`src/rtl/pattern_gen_pkg.sv`:
```
// Shared definitions for the test-pattern generator: pattern mode encodings
// and the default visible raster size.
package pattern_gen_pkg;

  typedef enum logic [1:0] {
    MODE_SPLIT = 2'd0,
    MODE_BARS  = 2'd1,
    MODE_CHECK = 2'd2,
    MODE_BOX   = 2'd3
  } mode_e;

  localparam int H_ACTIVE_DEFAULT = 640;
  localparam int V_ACTIVE_DEFAULT = 480;

endpackage

```
`src/rtl/pattern_gen_box_mover.sv`:
```
// One axis of the bouncing box: position and travel direction, stepped once
// per frame and clamped so the box never touches the screen border.
module box_mover #(
  parameter int LIMIT    = 640,
  parameter int BOX_SIZE = 32,
  parameter int STEP     = 2
) (
  input  logic       clk_d,
  input  logic       reset,
  input  logic       step_en,
  output logic [9:0] pos,
  output logic       dir
);

  // Comparisons are done one bit wider so pos+STEP cannot wrap.
  localparam logic [10:0] MAX_POS = 11'(LIMIT - 1 - BOX_SIZE);
  localparam logic [10:0] MIN_FWD = 11'(1 + STEP);

  logic [10:0] pos_ext;
  logic [10:0] pos_up;

  assign pos_ext = {1'b0, pos};
  assign pos_up  = pos_ext + 11'(STEP);

  // NOTE: state registers use non-blocking assignments so every flop samples
  // pre-edge values regardless of statement order.
  always_ff @(posedge clk_d) begin
    if (reset) begin
      pos <= 10'd1;
      dir <= 1'b1;
    end else if (step_en) begin
      if (dir) begin
        if (pos_up > MAX_POS) begin
          pos <= MAX_POS[9:0];
          dir <= 1'b0;
        end else begin
          pos <= pos_up[9:0];
        end
      end else begin
        if (pos_ext < MIN_FWD) begin
          pos <= 10'd1;
          dir <= 1'b1;
        end else begin
          pos <= pos - 10'(STEP);
        end
      end
    end
  end

endmodule

```
`src/rtl/pattern_gen.sv`:
```
// Test-pattern generator: turns sync-generator coordinates into registered
// RGB for four selectable patterns, plus an end-of-frame tick.
module pattern_gen
  import pattern_gen_pkg::*;
#(
  parameter int H_ACTIVE = H_ACTIVE_DEFAULT,
  parameter int V_ACTIVE = V_ACTIVE_DEFAULT,
  parameter int CW       = 4,
  parameter int BOX_SIZE = 32,
  parameter int STEP     = 2
) (
  input  logic          clk_d,
  input  logic          reset,
  input  logic [9:0]    pixel_x,
  input  logic [9:0]    pixel_y,
  input  logic          video_on,
  input  logic [1:0]    mode,
  output logic [CW-1:0] red,
  output logic [CW-1:0] green,
  output logic [CW-1:0] blue,
  output logic          frame_tick
);

  localparam logic [CW-1:0] ONES     = '1;
  localparam logic [CW-1:0] MSB_ONLY = CW'(1) << (CW - 1);
  localparam logic [9:0]    X_LAST   = 10'(H_ACTIVE - 1);
  localparam logic [9:0]    Y_LAST   = 10'(V_ACTIVE - 1);
  localparam logic [9:0]    Y_HALF   = 10'(V_ACTIVE / 2);
  localparam logic [9:0]    BAR_W    = 10'(H_ACTIVE / 8);
  localparam logic [10:0]   BOX_SPAN = 11'(BOX_SIZE - 1);

  mode_e       active_mode;
  logic [9:0]  box_x;
  logic [9:0]  box_y;
  logic        dir_x;
  logic        dir_y;
  logic        frame_start;
  logic        frame_end;
  logic        on_border;
  logic        in_box;
  logic [2:0]  bar;
  logic [CW-1:0] red_nxt;
  logic [CW-1:0] green_nxt;
  logic [CW-1:0] blue_nxt;

  assign frame_start = video_on && (pixel_x == 10'd0) && (pixel_y == 10'd0);
  assign frame_end   = video_on && (pixel_x == X_LAST) && (pixel_y == Y_LAST);
  assign on_border   = (pixel_x == 10'd0) || (pixel_x == X_LAST) ||
                       (pixel_y == 10'd0) || (pixel_y == Y_LAST);
  assign bar         = 3'(pixel_x / BAR_W);
  assign in_box      = ({1'b0, pixel_x} >= {1'b0, box_x}) &&
                       ({1'b0, pixel_x} <= {1'b0, box_x} + BOX_SPAN) &&
                       ({1'b0, pixel_y} >= {1'b0, box_y}) &&
                       ({1'b0, pixel_y} <= {1'b0, box_y} + BOX_SPAN);

  box_mover #(.LIMIT(H_ACTIVE), .BOX_SIZE(BOX_SIZE), .STEP(STEP)) u_box_x (
    .clk_d   (clk_d),
    .reset   (reset),
    .step_en (frame_end),
    .pos     (box_x),
    .dir     (dir_x)
  );

  box_mover #(.LIMIT(V_ACTIVE), .BOX_SIZE(BOX_SIZE), .STEP(STEP)) u_box_y (
    .clk_d   (clk_d),
    .reset   (reset),
    .step_en (frame_end),
    .pos     (box_y),
    .dir     (dir_y)
  );

  // Mode is latched only on the first visible pixel; the frame-start pixel
  // itself is a border pixel, so it never shows the new pattern.
  always_ff @(posedge clk_d) begin
    if (reset) begin
      active_mode <= MODE_SPLIT;
    end else if (frame_start) begin
      active_mode <= mode_e'(mode);
    end
  end

  // NOTE: every output of this block gets a default first, so no path can
  // leave a variable unassigned and infer a latch.
  always_comb begin
    red_nxt   = '0;
    green_nxt = '0;
    blue_nxt  = '0;
    if (video_on) begin
      if (on_border) begin
        red_nxt   = ONES;
        green_nxt = ONES;
        blue_nxt  = ONES;
      end else begin
        unique case (active_mode)
          MODE_SPLIT: red_nxt = (pixel_y >= Y_HALF) ? ONES : '0;
          MODE_BARS: begin
            red_nxt   = bar[2] ? ONES : '0;
            green_nxt = bar[1] ? ONES : '0;
            blue_nxt  = bar[0] ? ONES : '0;
          end
          MODE_CHECK: begin
            red_nxt   = (pixel_x[5] ^ pixel_y[5]) ? ONES : '0;
            green_nxt = red_nxt;
            blue_nxt  = red_nxt;
          end
          MODE_BOX: begin
            if (in_box) green_nxt = ONES;
            else        blue_nxt  = MSB_ONLY;
          end
        endcase
      end
    end
  end

  always_ff @(posedge clk_d) begin
    if (reset) begin
      red        <= '0;
      green      <= '0;
      blue       <= '0;
      frame_tick <= 1'b0;
    end else begin
      red        <= red_nxt;
      green      <= green_nxt;
      blue       <= blue_nxt;
      frame_tick <= frame_end;
    end
  end

endmodule

```
`config.mk`:
```
export PLATFORM = sky130hd
export DESIGN_NAME = pattern_gen
export DESIGN_NICKNAME = d
export VERILOG_FILES = /design/src/rtl/pattern_gen_pkg.sv /design/src/rtl/pattern_gen_box_mover.sv /design/src/rtl/pattern_gen.sv
export SDC_FILE = /design/constraint.sdc
export NUM_CORES = 1
export LEC_CHECK = 0
export ABC_CLOCK_PERIOD_IN_PS = 4700
export BUFFER_PORTS_ARGS = -buffer_cell sky130_fd_sc_hd__buf_4
export CORE_MARGIN = 3
export CORE_UTILIZATION = 28
export DETAILED_ROUTE_END_ITERATION = 12
export GPL_TIMING_DRIVEN = 0
export MAX_ROUTING_LAYER = met4
export PLACE_DENSITY_LB_ADDON = 0.2
export SYNTH_ARGS = -nofsm -noshare
export SYNTH_HDL_FRONTEND = slang
export SYNTH_HIERARCHICAL = 1
export SYNTH_SLANG_ARGS = --single-unit
export TNS_END_PERCENT = 50
```
`constraint.sdc`:
```
create_clock -name clk_d -period 4.7 [get_ports clk_d]
set_input_delay 0.47 -clock clk_d [delete_from_list [all_inputs] [get_ports clk_d]]
set_output_delay 0.47 -clock clk_d [all_outputs]
set_load 0.01 [all_outputs]
```
==> impl_metrics.toml <==
[yosys]
synth_edf_count = 0
async_reset_ff_share_pct = 0
synthFlopType = "dfxtp_1"
syn-num-nets = 579
synth_warnings = 6
synth_area_sq_um = 3990
avgSynthCellArea_sq_um = 7.886
ys_seq_elements = 29
ys_top_cells_by_area = "ha_1 (15%), dfxtp_1 (15%), xnor2_1 (4.6%)"
yosys.area.top_type = "ha_1"
synth.top_cell.area_share_pct = 15.05
synth-seq-area-share_pct = 14.55
synthesis.instances = 506
synth.distinct_cells = 85

[worst_setup_path]
reg2reg_from = "u_box_y/pos[0]$_SDFFE_PP1P_"
critical-path-top-delay-family = "compound AO/OA/AOI/OAI gates"
cp-start-kind = "flop"
arrival_ps = 3190
reg2reg_to = "blue[3]$_SDFF_PP0_"
cpPeakStageDelay_ps = 510
r2r_setup_slack_ps = 1670
cp-end-kind = "flop"
cp_max_fo = 7
crit_chain = "inv_1 -> ha_1 -> a21oi_1 -> nand3_1 -> xnor2_1 -> ha_1 -> or4_1 -> a21oi_1 -> o21ai_1 -> o211ai_1 -> nand4_1 -> a22o_1"
cp_slowest_cell = "dfxtp_1"
critical_path_required_ps = 4860
crit_buf_inv = 1
r2r_cells = 12
path_class = "reg2reg"

[power_and_ir_drop]
ir_drop_mv = 0.1204
swShare_pct = 22.78
p_int_mw = 0.5606
power_frac_comb_pct = 14.5
seqPwrFrac_pct = 34.1
leakage_nw = 1.803
p_clk_share_pct = 51.4
switchingPower_mw = 0.1654
power.density_nw_per_um2 = 155.8

[route]
drt-vias-per-instance = 5.436
highest_layer = "met4"
routedWlPerCell_microns = 15.22
met2_length_microns = 5183
first_pass_iters = 5
drcViolationCount = 0
wl_met3_microns = 543
wl_met1_microns = 5205
routed_wirelength_microns = 11070
drtIter0Drc = 357
num_vias = 3952
ant_nets = 0

[die]
die_h_microns = 125.4
ioPinCount = 38
dieArea_sq_um = 15720
die_w_microns = 125.4
initial_core_util_pct = 29.32
core_sq_um = 13610
rows = 42

[clock_network]
cts_tree = "yes"
post-cts-setup-buffer-count = 0
cts_sinks = 29
cts.reportedPaths.clkPinSlew_ps = 50
clock_latency_ps = 270
ctsResizeCount = 0
cts-buffers-inserted = 5
clockBufferDepth = 2
cts-root-buf = "clkbuf_16"
htree_levels = 2
cts_hold_buf = 0

[sta]
fmax_ghz = 0.3305
finalHoldViolCount = 0
clock-skew-final_ps = 3.523
fin_crit_sh_pct = 64.37
grt_setup_unrepaired = "false"
slew_viol_final = 0
maxSlewHeadroom_pct = 63.33
worst_pin_slew_ps = 550.0
setup_viol = 0
tns_ps = 0
worst_hold_slack_ps = 438.7
fin_crit_ps = 3026

[place]
portBuffers = 37
routabilityCongestion = 0.8987
dp.cells = 719
place_hpwl_microns = 8860

[layout]
final_util_pct = 34.24
synthToLayoutAreaGrowth_pct = 16.81
finalNetCount = 623
drive_above_1_share_pct = 19.42
final_cells = 727
n_antenna_cell = 0
fillers = 1437

[grt]
grt_pass1_vias = 3796
grt_pass1_wl_microns = 18460
grt_max_degree = 11
antenna_found_initial = 0
globalRoute.totalOverflow = 0
grt.total_usage_pct = 14.05

[hold_path]
hp-class = "in2reg"
holdPathStages = 2
holdPathEnd = "active_mode[1]$_SDFFE_PP0P_"
hp-start = "reset"

[status]
outcome = "finished clean"

[flow_run]
maxCapViolations = 0
flip-flops by register name, summed over array words and instances (netlist names), 2 cells and up:
name,flops
u_box_x/pos,10
u_box_y/pos,10
active_mode,2
blue,2
logic make-up (layout without fill, tap and decap cells):
kind of cell    after synthesis  in the layout  synth area share (%)
flops                        29             29                 14.55
compound gates              141            141                 26.84
simple gates                177            177                 25.09
xor+xnor                     25             25                 5.488
buf+inv                      74            119                 9.595
fa+ha+maj                    50             50                 15.58
mux                          10             10                 2.854
worst register-to-register path, stage by stage, from the launching register on:
cell	delay (ps)
dfxtp_1	510
inv_1	120
ha_1	260
a21oi_1	270
nand3_1	130
xnor2_1	150
ha_1	200
or4_1	470
a21oi_1	120
o21ai_1	80
o211ai_1	240
nand4_1	160
a22o_1	200
final cells by class:
type                            count  area (sq um)  area share (%)
Clock buffer                        7         142.6           3.060
Multi-Input combinational cell    403          3027           64.94
Tap cell                          176         220.2           4.725
Timing Repair Buffer               37         277.8           5.960
Inverter                           38         142.6           3.060
Buffer                             36         240.2           5.154
Sequential cell                    29         580.6           12.46
Clock inverter                      1         30.03          0.6443
metrics by stage:
stage	power [mW]	instance area (sq um)	setup slack, ps
floorplan	0.3106	3990	2160
global placement	0.3555	4488	1642
detailed placement	0.3577	4488	1600
CTS	0.7348	4661	1653
global route	0.7537	4661	1430
finish	0.7259	4661	1674
how the worst max path moves through the flow:
stage          cells past startpoint                        to  slack [ps]                         from
6_report                          12        blue[3]$_SDFF_PP0_        1670  u_box_y/pos[0]$_SDFFE_PP1P_
2_1_floorplan                     12        blue[3]$_SDFF_PP0_        2160  u_box_y/pos[0]$_SDFFE_PP1P_
3_5_place_dp                       9  u_box_x/dir$_SDFFE_PP1P_        1600                   pixel_x[6]
5_1_grt                           12        blue[3]$_SDFF_PP0_        1430  u_box_y/pos[0]$_SDFFE_PP1P_
4_1_cts                           12        blue[3]$_SDFF_PP0_        1650  u_box_y/pos[0]$_SDFFE_PP1P_
3_3_place_gp                      12        blue[3]$_SDFF_PP0_        1640  u_box_y/pos[0]$_SDFFE_PP1P_
cells in the mapped netlist, types with 5 or more instances:
cell type / n
and3_1: 5
nor2b_1: 10
clkbuf_1: 9
nand3_1: 20
o21ai_0: 18
a31oi_1: 8
nand2b_1: 7
nor4_1: 8
dfxtp_1: 29
nand2_1: 35
a32oi_1: 5
ha_1: 48
o21ai_1: 5
a21o_1: 7
nor2_1: 28
nand4_1: 10
o32ai_1: 5
a21oi_1: 27
buf_2: 6
buf_6: 5
xnor2_1: 21
o211ai_1: 5
buf_4: 13
mux2i_1: 8
or4_4: 5
a311oi_1: 7
inv_1: 36
o21a_1: 5
o31ai_1: 5
nor3_1: 16
routing by layer:
metal / track usage, % / vias to the layer above
met4: 3.444 / 0
li1: - / 1980
met5: - / -
met2: 23.00 / 111
met3: 2.132 / 12
met1: 18.27 / 1849
placed cells by master, fill, tap and decap left out, drive strengths merged, types with 6 or more instances in the layout:
cell / instances
nand3: 22
a211oi: 6
xnor2: 21
buf: 62
nand2: 37
dfxtp: 29
inv: 37
nand2b: 7
a21oi: 27
o211ai: 6
nand4: 11
o31ai: 7
nor2b: 10
a21o: 7
nor2: 30
ha: 48
mux2i: 9
nor3: 19
o21ai: 23
or4: 8
clkbuf: 18
a311oi: 8
nor4: 8
a31oi: 8
power by group through the flow:
stage | Sequential (mW) | Clock (mW) | Combinational [mW]
6_report | 0.247 | 0.373 | 0.105
2_1_floorplan | 0.252 | 0 | 0.0582
5_1_grt | 0.247 | 0.388 | 0.119
3_5_place_dp | 0.252 | 0 | 0.105
3_3_place_gp | 0.252 | 0 | 0.103
4_1_cts | 0.247 | 0.382 | 0.106
No activity file was read; power rests on OpenSTA's default activity.
